--- src/rtl/seq_00110_framer.sv ---
// Serial frame transmitter: sync word, MSB-first payload, optional even parity, idle-high gap.
// Optional parity bit is enabled by defining SEQ_FRAMER_PARITY_EN.
module seq_00110_framer #(
    parameter int                DATA_W  = 8,
    parameter int                SYNC_W  = 5,
    parameter logic [SYNC_W-1:0] SYNC    = 5'b00110,
    parameter int                GAP_LEN = 2
) (
    input  logic              clk,
    input  logic              rst_n,
    input  logic              start,
    input  logic [DATA_W-1:0] din,
    output logic              sout,
    output logic              busy,
    output logic              frame_valid,
    output logic              done
);

    localparam int MAX_SD = (SYNC_W > DATA_W) ? SYNC_W : DATA_W;
    localparam int MAX_W  = (MAX_SD > GAP_LEN) ? MAX_SD : GAP_LEN;
    localparam int CW     = $clog2(MAX_W) + 1;

`ifdef SEQ_FRAMER_PARITY_EN
    localparam int FW = SYNC_W + DATA_W + 1;
    typedef enum logic [2:0] {ST_IDLE, ST_SYNC, ST_DATA, ST_PAR, ST_GAP} state_t;
`else
    localparam int FW = SYNC_W + DATA_W;
    typedef enum logic [2:0] {ST_IDLE, ST_SYNC, ST_DATA, ST_GAP} state_t;
`endif

    state_t          state;
    logic [FW-1:0]   frame_sr;
    logic [FW-1:0]   frame_load;
    logic [CW-1:0]   cnt;
    logic            frame_end;
    logic            gap_end;
    logic            release_now;

`ifdef SEQ_FRAMER_PARITY_EN
    assign frame_load = {SYNC, din, ^din};
`else
    assign frame_load = {SYNC, din};
`endif

    // release_now marks every edge where a new start may be accepted: idle, end of gap,
    // or end of frame when there is no gap (back-to-back frames).
    always_comb begin
`ifdef SEQ_FRAMER_PARITY_EN
        frame_end = (state == ST_PAR);
`else
        frame_end = (state == ST_DATA) && (cnt == CW'(DATA_W));
`endif
        gap_end     = (GAP_LEN > 0) && (state == ST_GAP) && (cnt == CW'(GAP_LEN - 1));
        release_now = (state == ST_IDLE) || gap_end || ((GAP_LEN == 0) && frame_end);
    end

    always_ff @(posedge clk or negedge rst_n) begin
        if (!rst_n) begin
            state       <= ST_IDLE;
            sout        <= 1'b1;
            busy        <= 1'b0;
            frame_valid <= 1'b0;
            done        <= 1'b0;
            frame_sr    <= '0;
            cnt         <= '0;
        end else begin
            done <= 1'b0;
            case (state)
                ST_SYNC: begin
                    sout     <= frame_sr[FW-1];
                    frame_sr <= frame_sr << 1;
                    if (cnt == CW'(SYNC_W)) begin
                        state <= ST_DATA;
                        cnt   <= CW'(1);
                    end else begin
                        cnt <= cnt + 1'b1;
                    end
                end
                ST_DATA: begin
                    if (cnt != CW'(DATA_W)) begin
                        sout     <= frame_sr[FW-1];
                        frame_sr <= frame_sr << 1;
                        cnt      <= cnt + 1'b1;
                    end
`ifdef SEQ_FRAMER_PARITY_EN
                    else begin
                        state    <= ST_PAR;
                        sout     <= frame_sr[FW-1];
                        frame_sr <= frame_sr << 1;
                    end
`endif
                end
                ST_GAP:  cnt <= cnt + 1'b1;
                ST_IDLE: ;
                default: state <= ST_IDLE;
            endcase

            if (frame_end) begin
                sout        <= 1'b1;
                frame_valid <= 1'b0;
                done        <= 1'b1;
                state       <= ST_GAP;
                cnt         <= '0;
            end

            // Later assignments win, so acceptance overrides the end-of-frame/gap updates.
            if (release_now) begin
                if (start) begin
                    state       <= ST_SYNC;
                    sout        <= frame_load[FW-1];
                    frame_sr    <= frame_load << 1;
                    cnt         <= CW'(1);
                    busy        <= 1'b1;
                    frame_valid <= 1'b1;
                end else begin
                    state       <= ST_IDLE;
                    sout        <= 1'b1;
                    busy        <= 1'b0;
                    frame_valid <= 1'b0;
                end
            end
        end
    end

endmodule

--- config.mk ---
export PLATFORM = sky130hd
export DESIGN_NAME = seq_00110_framer
export DESIGN_NICKNAME = d
export VERILOG_FILES = /design/src/rtl/seq_00110_framer.sv
export SDC_FILE = /design/constraint.sdc
export NUM_CORES = 1
export LEC_CHECK = 0
export BUFFER_PORTS_ARGS = -buffer_cell sky130_fd_sc_hd__buf_2
export CAP_MARGIN = 20
export CELL_PAD_IN_SITES_DETAIL_PLACEMENT = 1
export CELL_PAD_IN_SITES_GLOBAL_PLACEMENT = 1
export CORE_ASPECT_RATIO = 1.1
export CORE_MARGIN = 3
export CORE_UTILIZATION = 44
export CTS_CLUSTER_DIAMETER = 60
export DETAILED_ROUTE_END_ITERATION = 10
export PLACE_DENSITY = 0.79
export REMOVE_ABC_BUFFERS = 1
export SLEW_MARGIN = 40
export SYNTH_ARGS = -nofsm -noshare
export SYNTH_HDL_FRONTEND = slang
export SYNTH_SLANG_ARGS = --single-unit
--- constraint.sdc ---
create_clock -name clk -period 2 [get_ports clk]
set_clock_uncertainty 0.15 [all_clocks]
set_input_delay 0.2 -clock clk [delete_from_list [all_inputs] [get_ports clk]]
set_output_delay 0.2 -clock clk [all_outputs]
set_load 0.03 [all_outputs]
Word level (Yosys, flattened, before mapping)

Cells that the tools add are included.

Flip-flop bits (word level): 24

$add $sub $neg: 1
Multiplexer cells: 24
Reduce and logical (&&, ||, !) cells: 9
Equality and inequality tests: 10

Operators by type and width:

| operator                                                              | count |
|---|---|
| 13-bit 2-to-1 mux                                                     | 3 |
| 13-bit one-hot mux with 2 select lines                                | 1 |
| 4-bit 2-to-1 mux                                                      | 5 |
| 4-bit one-hot mux with 3 select lines                                 | 1 |
| 1-bit 2-to-1 mux                                                      | 9 |
| 3-bit 2-to-1 mux                                                      | 3 |
| 4-bit != test, second input constant                                  | 2 |
| 3-bit by 2-bit equality test with 1-bit output, second input constant | 2 |
| 3-bit one-hot mux with 2 select lines                                 | 1 |
| 4-bit by 1-bit adder with 4-bit output, second input constant         | 1 |
| 4-bit by 1-bit equality test with 1-bit output, second input constant | 1 |
| 4-bit by 3-bit equality test with 1-bit output, second input constant | 1 |
| 4-bit equality test, second input constant                            | 1 |
| 4-bit by 3-bit != test with 1-bit output, second input constant       | 1 |
| 2-bit AND reduction                                                   | 2 |
| 4-bit nonzero test                                                    | 1 |
| 3-bit by 1-bit equality test with 1-bit output, second input constant | 1 |
| 3-bit zero test                                                       | 1 |
| 3-bit by 1-bit != test with 1-bit output, second input constant       | 1 |
| 3-bit OR reduction                                                    | 1 |
| 1-bit logical AND                                                     | 2 |
| 1-bit one-hot mux with 2 select lines                                 | 1 |
| 2-bit nonzero test                                                    | 1 |
| 1-bit logical OR                                                      | 1 |

Longest topological paths before layout

Gate-level depths: netlist of run 1.

Word-level depth: 6
Depth in mapped cells: 7
Gate-level depth less buffers: 6

Worst setup path after synthesis of run 1

OpenSTA, ideal clock, no wires.

Path kind: register to register
Start: reg state[0]
End: reg frame_sr[2]
Required time: 1.768 ns
Data arrival time: 1.434 ns
Stages on the path, launching flop included: 7
Library setup time: 0.082 ns
Path slack: 0.334 ns
Cell sequence: dfrtp_1 -> inv_1 -> ha_1 -> o21a_1 -> clkbuf_1 -> nand3_1 -> a31oi_1

Cells in the longest elaborated chain, start to end: 4
Elaborated cells between the ends (all ways): 9
Classes of those cells: 3 x eq/ne; 3 x mux; 3 x reduce/logical

RTL lines:

| element                                                                      | RTL line | text |
|---|---|---|
| from (decl)                                                                  | 31       | `state_t state;` |
| from (signal assigned)                                                       | 59       | `state <= ST_IDLE;` |
| from (signal assigned)                                                       | 73       | `state <= ST_DATA;` |
| from (signal assigned)                                                       | 95       | `default: state <= ST_IDLE;` |
| 3-bit by 2-bit equality test with 1-bit output, or another cell as far along | 68       | `case (state)` |
| 13-bit one-hot mux with 2 select lines or 1-bit logical AND (tied branches)  | 68, 53   |  |
| 13-bit 2-to-1 mux or 1-bit logical OR (tied branches)                        | 108, 54  |  |
| 13-bit 2-to-1 mux *                                                          | 107      | `if (release_now) begin` |
| to (signal assigned)                                                         | 71       | `frame_sr <= frame_sr << 1;` |
| to (signal assigned)                                                         | 82       | `frame_sr <= frame_sr << 1;` |
| to (signal assigned)                                                         | 111      | `frame_sr <= frame_load << 1;` |
| to (decl)                                                                    | 32       | `logic [FW-1:0] frame_sr;` |

Mark *: on every way between the ends. The rest lies on a longest branch, timed or not.
A chain may end at the register's enable or synchronous reset.

Worst setup path in the final report of run 1

Start: reg state[0]
End: reg cnt[0]

Cells in the longest elaborated chain, start to end: 5
Elaborated cells between the ends (all ways): 11
Classes of those cells: 3 x eq/ne; 4 x mux; 4 x reduce/logical

RTL lines:

| element                                                                      | RTL line | text |
|---|---|---|
| 3-bit by 2-bit equality test with 1-bit output, or another cell as far along | 53, 68   |  |
| 4-bit one-hot mux with 3 select lines or 1-bit logical AND (tied branches)   | 68, 51   |  |
| 4-bit 2-to-1 mux                                                             | 98       | `if (frame_end) begin` |
| 4-bit 2-to-1 mux                                                             | 108      | `if (start) begin` |
| 4-bit 2-to-1 mux *                                                           | 107      |  |
| to (signal assigned)                                                         | 76       | `cnt <= cnt + 1'b1;` |
| to (signal assigned)                                                         | 83       | `cnt <= cnt + 1'b1;` |
| to (signal assigned)                                                         | 93       | `ST_GAP: cnt <= cnt + 1'b1;` |
| to (decl)                                                                    | 34       | `logic [CW-1:0] cnt;` |

Marks and branches as above.

==> out/metrics.cfg, run 1 <==
[outcome]
status=finished clean

[critical_path]
cpPeakStageDelay_ps=430
r2r-start=state[0]
crit_path_max_fanout=8
startpoint=state[0]
cp.required_ps=2060
worstPathArrival_ps=1890
path_cells=inv_1, ha_1, or3_1, o21ai_1, o31ai_1
cp-end-kind=register
rr_worst_depth=5
crit_slowest_cell=or3_1
critPathKind=reg2reg
crit_path_start_kind=register

[final_layout]
diodes=0
drive_above_1_share_pct=21.3
final_nets=160
area_growth_pct=11.9
fill_cells=307

[power]
pwr_density_cell_mw_per_mm2=1380
max-vdd-ir-drop_v=0.000773
p_leak_nw=0.627

[logic_synthesis]
synth_top_area_cell=dfrtp_1
synth_compound_area_share_pct=25.6
synth_area_leaders=dfrtp_1, ha_1, a211oi_1
asyncSetResetFlopFracSynth_pct=100
synth.most_common_cell=dfrtp_1
synth_top_cells_by_count=dfrtp_1, nand3_1, a211oi_1, a31oi_1, o21ai_1
synth_mux_area_share_pct=0.780
ys_ff_latch=23
synth-edff-count=0
synth_top_area_share_pct=42.9
synth_sequential_area_ratio_pct=44.9
netlist_area_mm2=0.00128
synth_ff_type=dfrtp_1
synth_xor_area_share_pct=0.682
syn_avg_cell_area_um2=10.4
synth_cells=123
synthAdderAreaFrac_pct=6.82
synth_cell_types=40
yosysWarnings=0
synth-simple-area-share_pct=15.2
synth_top_family_by_area=compound AO/OA/AOI/OAI gates

[floorplanning]
fp-row-count=19
core-area_mm2=0.00264
die_w_um=57.5
start_util_pct=48.6
die_area_mm2=0.00360
chipHeight_um=62.7
ioPinCount=15

[timing]
rsz0062_at_grt=no
fin_crit_sh_pct=91.5
finalHoldViolCount=0
tightest_slew_ps=523
fmax_ghz=0.547
finalSetupViolCount=0
slew_headroom_pct=65.2
hold_ws_ps=11.0
period_minus_slack_ps=1830
tns_ps=0
final_max_slew_viol_count=0

[clock_tree]
htreeDepth=1
cts_resized=0
cts_buffers=3
path_clk_slew_ps=130
cts_setup_buffers=0
cts_tree=built
insertion_delay_ps=320
clk_root_buffer_cell=clkbuf_4
cts_sinks=23
clock_path_buffers=2

[place]
routabilityCongestion=0.871
place_hpwl_um=2240
io_buffers=14

[min_path]
hp-start=din[4]
hold_depth=3
hold_path_class=in2reg

[run]
max-cap-violations=0

[routing]
first_pass_iters=4
drc_errors=0
vias_per_cell=6.21
drt_iter0_drc=37
wl_um=3150
wl_per_cell_um=18.3
num_vias=1068
antenna_left=0

[grt]
antenna_found_initial=0
grt_max_degree=24
grt_pass1_vias=1114
grt_usage_pct=18.9
grt_pass1_wl_um=5350
gr-total-overflow=0

stage by stage:
stage               setup slack [ps]  total power [mW]  area, µm²  std cells  util [%]
finish                           170              1.99       1440        172      54.4
global route                    20.6              2.15       1440        172      54.4
CTS                              165              2.00       1440        172      54.4
detailed placement               195              1.77       1380        165      52.3
global placement                 247              1.72       1380        165      52.3
floorplan                        133              1.48       1240        116         -
flip-flops by register name, summed over array words and instances, names as in the netlist:
| name | flops |
|---|---|
| cnt | 4 |
| done | 1 |
| state | 2 |
| frame_sr | 13 |
| frame_valid | 1 |
| sout | 1 |
| busy | 1 |
logic make-up (layout without fill, tap and decap cells):
family,after synthesis,in the layout
compound gates,45,45
xor+xnor,1,1
fa+ha+maj,7,7
buf+inv,15,33
flops,23,23
mux,1,1
simple gates,31,31
final cells by class:
cell class	count	area, µm²	share of cell area [%]
Clock buffer	3	22.5	1.57
Clock inverter	1	5.00	0.348
Inverter	8	32.5	2.26
Multi-Input combinational cell	85	631	43.9
Sequential cell	23	577	40.2
Tap cell	31	38.8	2.70
Timing Repair Buffer	21	130	9.06
critical path, delay by kind of cell (launching register included):
kind	cells	cell delay, ps
AOI/OAI and AO/OA	2	310
adders and majority gates	1	320
buffers and inverters	1	90
DFF	1	420
and+or+nand+nor	1	430
worst paths after layout:
path	to	slack [ps]
min in group asynchronous	done	220
hold reg to reg	busy	340
max in group asynchronous	sout	1110
setup / recovery	cnt[0]	170
hold / removal	frame_sr[5]	10
setup reg to reg	cnt[0]	170
power by group:
part | switching (mW) | internal (mW)
clock network | 0.148 | 0.0750
registers | 0.138 | 0.663
logic | 0.574 | 0.387
total | 0.860 | 1.13
per-layer routing:
layer | global-route usage (%) | vias to the layer above | wire length, µm
met5 | 0 | - | 0
met4 | 8.70 | 0 | 57
met3 | 2.48 | 5 | 80
met2 | 31.5 | 15 | 1580
met1 | 23.8 | 548 | 1430
li1 | - | 500 | -
repair_timing:
| action | 4_1_cts | 5_1_grt |
|---|---|---|
| hold buffers | 3 | 0 |
| setup endpoints to repair | 0 | 0 |
| hold endpoints to repair | 24 | 0 |
placed cells by master (no fill, tap or decap), types with 2 or more instances in the layout:
master and instances:
dlygate4sd3_1 3, a221o_1 2, a31oi_1 9, o21ai_1 8
nor2_1 3, dfrtp_1 22, o21ai_0 5, clkbuf_4 3
nand3_1 10, nand2_1 4, a211oi_1 9, and3_1 2
nor4_1 2, ha_1 7, a21oi_1 4, nand4b_1 2
nand4bb_1 2, buf_2 14, inv_1 5, buf_4 4
Power figures use the tool's default switching activity.
==> run 2, diff against run 1 <==
--- a/config.mk
+++ b/config.mk
@@ -7,14 +7,14 @@
 export LEC_CHECK = 0
 export BUFFER_PORTS_ARGS = -buffer_cell sky130_fd_sc_hd__buf_2
 export CAP_MARGIN = 20
-export CELL_PAD_IN_SITES_DETAIL_PLACEMENT = 1
-export CELL_PAD_IN_SITES_GLOBAL_PLACEMENT = 1
+export CELL_PAD_IN_SITES_DETAIL_PLACEMENT = 2
+export CELL_PAD_IN_SITES_GLOBAL_PLACEMENT = 2
 export CORE_ASPECT_RATIO = 1.1
 export CORE_MARGIN = 3
-export CORE_UTILIZATION = 44
+export CORE_UTILIZATION = 36
 export CTS_CLUSTER_DIAMETER = 60
 export DETAILED_ROUTE_END_ITERATION = 10
-export PLACE_DENSITY = 0.79
+export PLACE_DENSITY = 0.78
 export REMOVE_ABC_BUFFERS = 1
 export SLEW_MARGIN = 40
 export SYNTH_ARGS = -nofsm -noshare
==> run 2 against run 1 <==
  * Flip-flop and latch count unchanged
  * Maximum frequency down 1.3%
  * Design area is essentially flat
  * Utilization shrank 12 points
  * Sequential share of layout area about the same
  * Critical path type unchanged
  * Critical endpoint is now frame_sr[10]
  * Largest cell class unchanged
==> out/metrics.cfg, run 2 (same netlist as run 1, synthesis figures left out) <==
[critical_path]
rr_endpoint=frame_sr[10]
crit_slowest_cell=dfrtp_1
cp.required_ps=2050
reg2reg_setup_slack_ps=150
crit_path_start_kind=register
cp-end-kind=register
cp.buffers_inverters=1
rr_worst_depth=5
crit_family=compound AO/OA/AOI/OAI gates
critPathKind=reg2reg
r2r-start=state[0]
path_cells=inv_1, ha_1, o21a_1, and2_1, a221o_1
crit_path_max_fanout=4
cpPeakStageDelay_ps=420
worstPathArrival_ps=1910

[clock_tree]
cts_setup_buffers=0
clock_path_buffers=2
cts_tree=built
cts_sinks=23
path_clk_slew_ps=130
hold_buffers=1
cts_buffers=3
htreeDepth=1
cts_resized=0
clk_root_buffer_cell=clkbuf_4
insertion_delay_ps=310

[min_path]
whs_endpoint=frame_sr[5]
hold_depth=3
hp-start=din[4]
hold_path_class=in2reg

[timing]
fin_crit_sh_pct=92.7
finalHoldViolCount=0
slew_headroom_pct=63.9
fmax_ghz=0.539
period_minus_slack_ps=1850
tightest_slew_ps=541
finalSetupViolCount=0
final_max_slew_viol_count=0
rsz0062_at_grt=no
tns_ps=0

[routing]
antenna_left=0
vias_per_cell=5.58
drc_errors=0
wl_per_cell_um=18.8
drt_iter0_drc=28
wl_um=3510
num_vias=1043
first_pass_iters=4

[grt]
antenna_found_initial=0
grt_pass1_vias=1217
grt_pass1_wl_um=5890
grt_usage_pct=17.8
gr-total-overflow=0
grt_max_degree=24

[floorplanning]
fp-row-count=22
die_area_mm2=0.00432
core-area_mm2=0.00339
chipHeight_um=68.6
start_util_pct=37.9
ioPinCount=15
die_w_um=62.9

[power]
max-vdd-ir-drop_v=0.000509
power_mw=2.00
p_leak_nw=0.619
pwr_density_cell_mw_per_mm2=1390

[final_layout]
final_cell_mix=dfrtp_1, buf_2, nand3_1
final_nets=158
multi_input_area_um2=631
diodes=0
area_growth_pct=12.0
postLayoutCoreUtil_pct=42.5
largest_register=frame_sr
drive_above_1_share_pct=21.6
largest_reg_flops=13
largestRegisters=frame_sr x13, cnt x4, state x2
fill_cells=387
final_common_cell=dfrtp_1
regArea_um2=577

[place]
io_buffers=14
routabilityCongestion=0.758
place_hpwl_um=2650

[run]
max-cap-violations=0

[outcome]
status=finished clean

-- run 2: power by group --
group | internal [mW] | switching, mW
registers | 0.663 | 0.142
clock network | 0.0747 | 0.144
logic | 0.386 | 0.591
-- run 2: worst max path at each step --
stage | start | to | slack [ps] | cells after the start
2_1_floorplan | state[0] | frame_sr[10] | 130 | 4
3_3_place_gp | state[0] | cnt[0] | 210 | 5
3_5_place_dp | state[1] | frame_sr[10] | 150 | 5
4_1_cts | state[1] | frame_sr[10] | 140 | 5
5_1_grt | state[0] | cnt[1] | 30 | 5
6_report | state[0] | frame_sr[10] | 150 | 5
-- run 2: final cells by class --
| cell class | instances | area share [%] |
|---|---|---|
| multi-input cells | 85 | 43.9 |
| clock inverters | 1 | 0.348 |
| inverters | 8 | 2.26 |
| flip-flops and latches | 23 | 40.1 |
| clock buffers | 3 | 1.57 |
| repair buffers | 19 | 7.66 |
| well taps | 48 | 4.18 |
-- run 2: through the flow --
step	worst slack, ps	hold WS, ps	cells	area, µm²
2_1_floorplan	133	-246	116	1240
3_3_place_gp	214	55.8	182	1400
3_5_place_dp	151	63.7	182	1400
4_1_cts	140	9.45	187	1440
5_1_grt	28.8	12.0	187	1440
6_report	146	9.56	187	1440
-- run 2: per-layer routing --
layer  wire (µm)  vias up  GRT usage, %
li1            -      493             -
met1        1470      535          19.6
met3          83        2          3.08
met5           0        -             0
met2        1930       13          35.7
met4          21        0          4.13
-- run 2: worst reg2reg max path, cell delays in order, from the launching register on --
cell and delay [ps]:
dfrtp_1 420, inv_1 80, ha_1 390, o21a_1 160
and2_1 180, a221o_1 360
==> run 3, diff against run 2 <==
--- a/config.mk
+++ b/config.mk
@@ -11,10 +11,10 @@
 export CELL_PAD_IN_SITES_GLOBAL_PLACEMENT = 2
 export CORE_ASPECT_RATIO = 1.1
 export CORE_MARGIN = 3
-export CORE_UTILIZATION = 36
+export CORE_UTILIZATION = 33
 export CTS_CLUSTER_DIAMETER = 60
 export DETAILED_ROUTE_END_ITERATION = 10
-export PLACE_DENSITY = 0.78
+export PLACE_DENSITY = 0.76
 export REMOVE_ABC_BUFFERS = 1
 export SLEW_MARGIN = 40
 export SYNTH_ARGS = -nofsm -noshare
==> constraint.sdc (replaced) <==
create_clock -name clk -period 1.7 [get_ports clk]
set_clock_uncertainty 0.15 [all_clocks]
set_input_delay 0.17 -clock clk [delete_from_list [all_inputs] [get_ports clk]]
set_output_delay 0.17 -clock clk [all_outputs]
set_load 0.03 [all_outputs]
==> run 3 against run 2 <==
  * The run now ends with negative setup slack left
  * Worst hold slack gained 11 ps
  * Clock-buffer cell count grew 1
  * Sequential power grew 22%
  * Flip-flop and latch count is the same
  * First-iteration DRC count grew 93%
  * Combinational power grew 110%
  * Clock power grew 68%
  * Non-clock buffer count grew 23
  * Routed wire length grew 40%
  * Global-route usage grew 4.1 points
  * Critical path depth is the same
  * Total power grew 69%
  * Critical path type unchanged
  * Largest cell class unchanged
==> out/metrics.cfg, run 3 (same netlist as run 1, synthesis figures left out) <==
[critical_path]
crit_path_max_fanout=4
crit_path_start_kind=register
cp-end-kind=register
cp.required_ps=1720
r2r-start=state[1]
worstPathArrival_ps=1740
startpoint=state[1]
critPathKind=reg2reg

[floorplanning]
die_area_mm2=0.00468
ioPinCount=15
chipHeight_um=71.4
core-area_mm2=0.00368
start_util_pct=34.9
die_w_um=65.5
fp-row-count=23

[clock_tree]
htreeDepth=1
insertion_delay_ps=290
cts_tree=built
clock_path_buffers=2
cts_buffers=3
path_clk_slew_ps=80
cts_sinks=23
clk_root_buffer_cell=clkbuf_8

[routing]
antenna_left=0
num_vias=1191
drt_iter0_drc=54
wl_per_cell_um=23.0
drc_errors=0
first_pass_iters=4
vias_per_cell=5.59
wl_um=4900

[final_layout]
diodes=0
fill_cells=393
area_growth_pct=49.6
largest_reg_flops=13
drive_above_1_share_pct=48.5
largest_register=frame_sr
largestRegisters=frame_sr x13, cnt x4, state x2
final_area_mm2=0.00192
final_cell_mix=buf_4, dfrtp_1, buf_2
final_nets=182
final_common_cell=buf_4

[min_path]
hp-start=din[1]
hold_path_class=in2reg

[place]
placed_area_mm2=0.00153
pre_cts_ws_ps=-75.6
io_buffers=14
routabilityCongestion=0.857
place_hpwl_um=2890

[grt]
grtUsageMet3_pct=4.08
grt_use_met2_pct=39.5
grt_pass1_vias=1435
grt_pass1_wl_um=7530
grt_busiest_layer=met2
grt_max_degree=24
gr-total-overflow=0
antenna_found_initial=0
grt_usage_pct=21.9
grt.met1_usage_pct=23.7

[timing]
tns_ps=-16.7
finalHoldViolCount=0
period_minus_slack_ps=1710
fin_crit_sh_pct=101
slew_headroom_pct=62.9
rsz0062_at_grt=yes
hold_ws_ps=20.4
fmax_ghz=0.583
fin_ws_ps=-14.8
finalSetupViolCount=2
final_max_slew_viol_count=0
tightest_slew_ps=556

[power]
power_mw=3.38
power_frac_seq_pct=29.0
power_frac_clock_pct=10.8
internal_power_mw=1.93
p_comb_share_pct=60.1
p_leak_nw=0.786
pwr_density_cell_mw_per_mm2=1760
max-vdd-ir-drop_v=0.000955
switchingPower_mw=1.45
p_sw_share_pct=42.9

[run]
max-cap-violations=0

[outcome]
violations=negative setup slack
status=complete, but fails checks

-- run 3: changes by cell type in the layout (fill, tap and decap cells not counted), sizes merged --
cell,previous run,this run
buf,18,41
clkbuf,3,4
-- run 3: timing repair --
item                                    in CTS  in global routing
pin swaps                                    2                 17
setup buffers                                4                  5
resized for setup                           20                 36
hold endpoints to repair                    22                  0
hold buffers                                 1                  0
cloned                                       2                  0
endpoints found under the setup margin      21                 22
-- run 3: routing by layer --
| metal | part of all wire [%] | up-vias | wire length (µm) |
|---|---|---|---|
| met5 | 0 | - | 0 |
| met4 | 3.6 | 0 | 174 |
| met3 | 2.5 | 16 | 122 |
| met2 | 55 | 25 | 2690 |
| met1 | 39 | 604 | 1920 |
| li1 | - | 546 | - |
-- run 3: final timing paths --
kind,cells after the start,endpoint,slack (ps)
worst min register to register,1,frame_sr[0],380
worst min-delay path,3,frame_sr[2],20
min in group asynchronous,2,frame_sr[0],260
worst max register to register,5,frame_sr[10],-10
worst max-delay path,5,frame_sr[10],-10
max in group asynchronous,2,state[1],740
-- run 3: final cells by class --
cell class	instances	area [µm²]	share of cell area [%]
timing repair inverter	1	11.3	0.586
timing repair buffer	42	335	17.5
tap	50	62.6	3.26
clock buffer	4	45.0	2.35
multi-input combinational	85	843	43.9
sequential	23	581	30.2
inverter	8	42.5	2.21
-- run 3: critical path: stages (launching register included) --
cell and delay [ps]:
dfrtp_2 460, buf_6 140, ha_4 170, o21a_1 220, and2_4 150, a221o_1 310
-- run 3: power groups by stage --
stage               combinational (mW)  clock (mW)  sequential (mW)
floorplan                        0.759           0            0.983
global placement                  1.32           0            0.925
detailed placement                1.40           0            0.945
CTS                               1.63       0.371            0.937
global route                      2.18       0.399             1.00
finish                            2.03       0.367            0.981
-- run 3: metrics by stage --
| step | utilization (%) | instances |
|---|---|---|
| after floorplan | - | 116 |
| after global placement | 41.4 | 197 |
| after detailed placement | 41.4 | 197 |
| after CTS | 46.4 | 208 |
| after global routing | 52.1 | 213 |
| final | 52.1 | 213 |
